$ cat config.mk
export PLATFORM = sky130hd
export DESIGN_NAME = reg_alu_seq
export DESIGN_NICKNAME = d
export VERILOG_FILES = /design/src/rtl/reg_alu_pkg.sv /design/src/rtl/instr_fifo.sv /design/src/rtl/reg_alu_seq.sv
export SDC_FILE = /design/constraint.sdc
export NUM_CORES = 1
export LEC_CHECK = 0
export ABC_AREA = 1
export CORE_ASPECT_RATIO = 0.8
export CORE_UTILIZATION = 56
export DETAILED_ROUTE_END_ITERATION = 10
export HOLD_SLACK_MARGIN = 0.15
export PLACE_DENSITY = 0.82
export SKIP_CTS_REPAIR_TIMING = 1
export SLEW_MARGIN = 20
export SYNTH_ARGS = -nofsm -noshare
export SYNTH_HDL_FRONTEND = slang
export SYNTH_SLANG_ARGS = --single-unit
$ cat constraint.sdc
create_clock -name clk -period 4.7 [get_ports clk]
set_clock_uncertainty 0.05 [all_clocks]
set_input_delay 1.41 -clock clk [delete_from_list [all_inputs] [get_ports clk]]
set_output_delay 1.41 -clock clk [all_outputs]
set_load 0.005 [all_outputs]
$ cat src/rtl/reg_alu_pkg.sv
// Shared widths, instruction field positions and the decoded instruction type
// for the reg_alu instruction sequencer.
package reg_alu_pkg;

  localparam int unsigned INSTR_W = 29;
  localparam int unsigned DATA_W  = 16;
  localparam int unsigned ADDR_W  = 3;
  localparam int unsigned OP_W    = 2;

  // Field positions inside the 29-bit instruction word (MSB first)
  localparam int unsigned SEL_BIT = 28;
  localparam int unsigned WR_BIT  = 27;
  localparam int unsigned OP_MSB  = 26;
  localparam int unsigned OP_LSB  = 25;
  localparam int unsigned RDA_MSB = 24;
  localparam int unsigned RDA_LSB = 22;
  localparam int unsigned RDB_MSB = 21;
  localparam int unsigned RDB_LSB = 19;
  localparam int unsigned WA_MSB  = 18;
  localparam int unsigned WA_LSB  = 16;
  localparam int unsigned DIN_MSB = 15;
  localparam int unsigned DIN_LSB = 0;

  // Control bundle driven onto the reg_alu pins
  typedef struct packed {
    logic              sel;
    logic              wr;
    logic [OP_W-1:0]   op;
    logic [ADDR_W-1:0] rd_a;
    logic [ADDR_W-1:0] rd_b;
    logic [ADDR_W-1:0] wr_addr;
    logic [DATA_W-1:0] d_in;
  } instr_t;

  // Split a raw instruction word into its named fields
  function automatic instr_t unpack_instr(input logic [INSTR_W-1:0] w);
    instr_t r;
    r.sel     = w[SEL_BIT];
    r.wr      = w[WR_BIT];
    r.op      = w[OP_MSB:OP_LSB];
    r.rd_a    = w[RDA_MSB:RDA_LSB];
    r.rd_b    = w[RDB_MSB:RDB_LSB];
    r.wr_addr = w[WA_MSB:WA_LSB];
    r.d_in    = w[DIN_MSB:DIN_LSB];
    return r;
  endfunction

endpackage

$ cat src/rtl/instr_fifo.sv
// Synchronous instruction FIFO; full/empty flags are kept as flops.
module instr_fifo #(
  parameter int unsigned DEPTH = 4,
  parameter int unsigned WIDTH = 29
) (
  input  logic             clk,
  input  logic             rst_n,
  input  logic             push,
  input  logic [WIDTH-1:0] wdata,
  input  logic             pop,
  output logic [WIDTH-1:0] rdata,
  output logic             not_full,
  output logic             empty,
  output logic             empty_nxt_c
);

  localparam int unsigned PTR_W = (DEPTH > 1) ? $clog2(DEPTH) : 1;
  localparam int unsigned CNT_W = PTR_W + 1;

  logic [WIDTH-1:0] mem_q [DEPTH];
  logic [PTR_W-1:0] wr_ptr_q, wr_ptr_d;
  logic [PTR_W-1:0] rd_ptr_q, rd_ptr_d;
  logic [CNT_W-1:0] count_q, count_d;
  logic             not_full_q, not_full_d;
  logic             empty_q, empty_d;
  logic             do_push, do_pop;

  assign do_push = push && not_full_q;
  assign do_pop  = pop && !empty_q;

  // Pointer and occupancy update; DEPTH is a power of two so pointers wrap naturally
  always_comb begin
    wr_ptr_d   = wr_ptr_q;
    rd_ptr_d   = rd_ptr_q;
    count_d    = count_q + CNT_W'(do_push) - CNT_W'(do_pop);
    if (do_push) wr_ptr_d = wr_ptr_q + PTR_W'(1);
    if (do_pop)  rd_ptr_d = rd_ptr_q + PTR_W'(1);
    not_full_d = (count_d != CNT_W'(DEPTH));
    empty_d    = (count_d == '0);
  end

  // Control state registers
  always_ff @(posedge clk or negedge rst_n) begin
    if (!rst_n) begin
      wr_ptr_q   <= '0;
      rd_ptr_q   <= '0;
      count_q    <= '0;
      not_full_q <= 1'b1;
      empty_q    <= 1'b1;
    end else begin
      wr_ptr_q   <= wr_ptr_d;
      rd_ptr_q   <= rd_ptr_d;
      count_q    <= count_d;
      not_full_q <= not_full_d;
      empty_q    <= empty_d;
    end
  end

  // Storage array; contents are don't-care while empty so no reset is needed
  always_ff @(posedge clk) begin
    if (do_push) mem_q[wr_ptr_q] <= wdata;
  end

  assign rdata       = mem_q[rd_ptr_q];
  assign not_full    = not_full_q;
  assign empty       = empty_q;
  assign empty_nxt_c = empty_d;

endmodule

$ cat src/rtl/reg_alu_seq.sv
// Instruction sequencer: buffers instruction words, issues one per cycle onto
// the reg_alu control pins and captures the pre-write read/ALU outputs.
module reg_alu_seq
  import reg_alu_pkg::*;
#(
  parameter int unsigned DEPTH = 4,
  parameter int unsigned CNT_W = 8
) (
  input  logic               clk,
  input  logic               reset,
  input  logic               in_valid,
  output logic               in_ready,
  input  logic [INSTR_W-1:0] in_instr,
  output logic               alu_sel,
  output logic               alu_wr,
  output logic [OP_W-1:0]    alu_op,
  output logic [ADDR_W-1:0]  alu_rd_addr_a,
  output logic [ADDR_W-1:0]  alu_rd_addr_b,
  output logic [ADDR_W-1:0]  alu_wr_addr,
  output logic [DATA_W-1:0]  alu_d_in,
  input  logic [DATA_W-1:0]  alu_d_out_a,
  input  logic [DATA_W-1:0]  alu_d_out_b,
  input  logic               alu_cout,
  output logic               res_valid,
  input  logic               res_ready,
  output logic [DATA_W-1:0]  res_a,
  output logic [DATA_W-1:0]  res_b,
  output logic               res_cout,
  output logic               busy,
  output logic [CNT_W-1:0]   issued_cnt
);

  logic [INSTR_W-1:0] fifo_rdata;
  logic               fifo_not_full;
  logic               fifo_empty;
  logic               fifo_empty_nxt;
  logic               can_issue;
  instr_t             head;

  instr_t             alu_q, alu_d;
  logic               issue_q, issue_d;
  logic [CNT_W-1:0]   cnt_q, cnt_d;
  logic               res_valid_q, res_valid_d;
  logic [DATA_W-1:0]  res_a_q, res_a_d;
  logic [DATA_W-1:0]  res_b_q, res_b_d;
  logic               res_cout_q, res_cout_d;
  logic               busy_q, busy_d;

  instr_fifo #(
    .DEPTH (DEPTH),
    .WIDTH (INSTR_W)
  ) u_fifo (
    .clk         (clk),
    .rst_n       (reset),
    .push        (in_valid),
    .wdata       (in_instr),
    .pop         (can_issue),
    .rdata       (fifo_rdata),
    .not_full    (fifo_not_full),
    .empty       (fifo_empty),
    .empty_nxt_c (fifo_empty_nxt)
  );

  // Issue only when the result slot is free or being drained this edge
  assign can_issue = !fifo_empty && (!res_valid_q || res_ready);
  assign head      = unpack_instr(fifo_rdata);

  // Issue, capture and result-handshake next-state logic
  always_comb begin
    alu_d       = '0;
    issue_d     = can_issue;
    cnt_d       = cnt_q;
    res_valid_d = res_valid_q;
    res_a_d     = res_a_q;
    res_b_d     = res_b_q;
    res_cout_d  = res_cout_q;
    busy_d      = !fifo_empty_nxt || can_issue;

    if (can_issue) begin
      alu_d = head;
      cnt_d = cnt_q + CNT_W'(1);
    end

    // Reads sampled here are pre-write: the reg_alu write lands on this same edge
    if (issue_q) begin
      res_valid_d = 1'b1;
      res_a_d     = alu_d_out_a;
      res_b_d     = alu_d_out_b;
      res_cout_d  = alu_cout;
    end else if (res_ready) begin
      res_valid_d = 1'b0;
    end
  end

  // Sequencer state registers; reset drops any in-flight instruction
  always_ff @(posedge clk or negedge reset) begin
    if (!reset) begin
      alu_q       <= '0;
      issue_q     <= 1'b0;
      cnt_q       <= '0;
      res_valid_q <= 1'b0;
      res_a_q     <= '0;
      res_b_q     <= '0;
      res_cout_q  <= 1'b0;
      busy_q      <= 1'b0;
    end else begin
      alu_q       <= alu_d;
      issue_q     <= issue_d;
      cnt_q       <= cnt_d;
      res_valid_q <= res_valid_d;
      res_a_q     <= res_a_d;
      res_b_q     <= res_b_d;
      res_cout_q  <= res_cout_d;
      busy_q      <= busy_d;
    end
  end

  assign in_ready      = fifo_not_full;
  assign alu_sel       = alu_q.sel;
  assign alu_wr        = alu_q.wr;
  assign alu_op        = alu_q.op;
  assign alu_rd_addr_a = alu_q.rd_a;
  assign alu_rd_addr_b = alu_q.rd_b;
  assign alu_wr_addr   = alu_q.wr_addr;
  assign alu_d_in      = alu_q.d_in;
  assign res_valid     = res_valid_q;
  assign res_a         = res_a_q;
  assign res_b         = res_b_q;
  assign res_cout      = res_cout_q;
  assign busy          = busy_q;
  assign issued_cnt    = cnt_q;

endmodule

==> results.yml <==
outcome:
  run_status: "completed"
run:
  drv_cap: 0
timing:
  rsz0062_at_grt: "no"
  fmax_mhz: 293
  timing.setup.tns_ps: 0
  hold_viol_final: 0
  hold_ws_ps: 419
  setup_viol: 0
  slew_headroom_pct: 30.5
  slew_violations: 0
  period_share_pct: 72.5
  period_minus_slack_ps: 3410
  worst_pin_slew_ps: 1040
synthesis:
  yosys_register_bits: 198
  yosys_warnings: 0
  netlist_area_mm2: 0.00743
  ys_types: 24
  muxShareOfSynthArea_pct: 0
  synth-simple-area-share_pct: 13.2
  synth_compound_area_share_pct: 6.28
  synthAdderAreaFrac_pct: 1.45
  synth_xor_xnor_area_share_pct: 0.826
  syn-num-nets: 696
  syn_inst: 622
  syn_area_per_cell_um2: 11.9
  seq_area_frac_synth_pct: 74.6
  synth_top_family_by_area: "simple AND/OR/NAND/NOR gates"
worst_setup_path:
  cp-end-kind: "flop"
  path_max_fanout: 13
  startpoint_type: "input port"
  required_ps: 4920
  cp.arrival_ps: 3630
  critical_path_class: "input port to flop"
clocking:
  path_clk_slew_ps: 60
  cts.sinks: 198
  cts_root_buf: "clkbuf_16"
  cts.htree.levels: 4
  cts_tree: "done"
  clock_latency_ps: 420
  cts_buffers: 17
  cts_buffer_depth: 2
layout:
  fill_cells: 795
  antenna_cells: 0
  postLayoutCoreUtil_pct: 73.7
  final_common_cell: "clkdlybuf4s50_1"
  drive_above_1_share_pct: 5.74
  layout_common_cells: "137 x clkdlybuf4s50_1, 125 x nor2_1, 122 x nand2_1"
  synthToLayoutAreaGrowth_pct: 28.2
  nNetsFinal: 827
global_route:
  antenna_found_initial: 0
  track_usage_pct: 23.8
  grt_max_degree: 83
  grt_pass1_vias: 4848
  grt-ovfl-total: 0
  grt_pass1_wl_um: 24000
routing:
  postRouteAntennaNets: 0
  drcViolationCount: 0
  drt_pass1_iterations: 4
  drt_iter0_markers: 324
  drt-wirelength-per-cell_um: 16.5
  finalWirelength_um: 15500
  detailroute.via_count: 4893
  vias_per_cell: 5.20
placed_design:
  portBuffers: 138
  gp_congestion: 0.763
  detailed_place_hpwl_um: 9510
power:
  power_w: 0.00583
  clkPwrFrac_pct: 23.9
  combPwrFrac_pct: 31.1
  vdd.ir_drop.worst_v: 0.000310
  power_frac_seq_pct: 45.0
  internal_power_w: 0.00397
  power_density_mw_per_mm2: 612
  switching_power_w: 0.00186
  leakagePower_nw: 3.80
  swShare_pct: 31.9
floorplanning:
  die_area_mm2: 0.0137
  die_h_um: 105
  std_cell_rows: 37
  initial_utilization_pct: 57.5
  dieWidth_um: 131
  core_area_mm2: 0.0129
  io_pins: 139
min_path:
  hold_class: "flop to flop"
cell usage after synthesis (all sizes together):
master / number / share of area (%)
clkinv: 1 / 0.050
edfxtp: 116 / 47
xor2: 5 / 0.59
o21bai: 1 / 0.15
clkbuf: 10 / 0.54
dfstp: 2 / 0.71
nand4: 4 / 0.34
fa: 1 / 0.27
dfrtp: 80 / 27
a21oi: 31 / 2.1
o21ai: 60 / 4.0
ha: 7 / 1.2
nor2: 129 / 6.5
xnor2: 2 / 0.24
nand2: 122 / 6.2
buf: 20 / 1.6
inv: 28 / 1.4
nand3: 3 / 0.20
sequential cells by signal (all words and copies together) (netlist names), 2 cells and up:
register	count
u_fifo.mem_q	116
alu_d_in	16
res_a	16
res_b	16
issued_cnt	8
alu_rd_addr_a	3
alu_rd_addr_b	3
alu_wr_addr	3
u_fifo.count_q	3
alu_op	2
u_fifo.rd_ptr_q	2
u_fifo.wr_ptr_q	2
kinds of logic (layout without fill, tap and decap cells):
group	Yosys count	count (layout)
buffers and inverters	59	203
and+or+nand+nor	258	258
AOI/OAI and AO/OA	92	92
xor gates and xnor gates	7	7
adders and majority gates	8	8
DFF	198	198
area by class of cell:
type                    instances  area [um2]  area share, %
flip-flops and latches        198        5540           58.2
multi-input cells             365        1660           17.4
repair buffers                142        1420           14.9
clock buffers                  20         447           4.69
well taps                     175         219           2.30
clock inverters                12         129           1.35
inverters                      29         109           1.14
stage by stage:
step | instances | instance area, um2 | setup WS (ps)
floorplan | 622 | 7430 | 1450
global placement | 908 | 8920 | 1030
detailed placement | 909 | 8940 | 884
CTS | 941 | 9510 | 1350
global route | 941 | 9520 | 1150
finish | 941 | 9520 | 1290
per-layer routing:
metal	track usage, %	vias to the layer above	part of all wire, %
li1	-	2317	-
met1	30.3	2351	41
met2	39.1	204	50
met3	6.40	21	7.9
met4	8.95	0	1.6
met5	0	-	0
worst max-delay path, stage by stage:
cell             delay [ps]
clkdlybuf4s50_1         540
inv_1                    60
a21oi_1                 130
buf_4                   200
ha_1                    240
inv_1                    70
ha_1                    170
fa_1                    440
nor2_1                  220
nand4_1                 140
power groups by stage:
stage          clock, W  combinational [W]  sequential, W
2_1_floorplan         0            0.00102        0.00255
3_3_place_gp          0            0.00168        0.00266
3_5_place_dp          0            0.00180        0.00265
4_1_cts         0.00142            0.00183        0.00263
5_1_grt         0.00149            0.00202        0.00268
6_report        0.00139            0.00181        0.00262
path summary, 6_finish.rpt:
kind,startpoint,end,slack (ps),depth (start not counted)
min in group asynchronous,reset,alu_d_in[14]$_DFF_PN0_,970,1
max in group asynchronous,reset,u_fifo.rd_ptr_q[0]$_DFFE_PN0P_,3060,1
worst max-delay path,res_ready,busy$_DFF_PN0_,1290,10
worst min register to register,res_b[15]$_DFFE_PN0P_,res_b[15]$_DFFE_PN0P_,420,2
worst min-delay path,res_b[15]$_DFFE_PN0P_,res_b[15]$_DFFE_PN0P_,420,2
worst max register to register,u_fifo.rd_ptr_q[0]$_DFFE_PN0P_,alu_d_in[4]$_DFF_PN0_,2270,3
No activity file was read; power rests on OpenSTA's default activity.
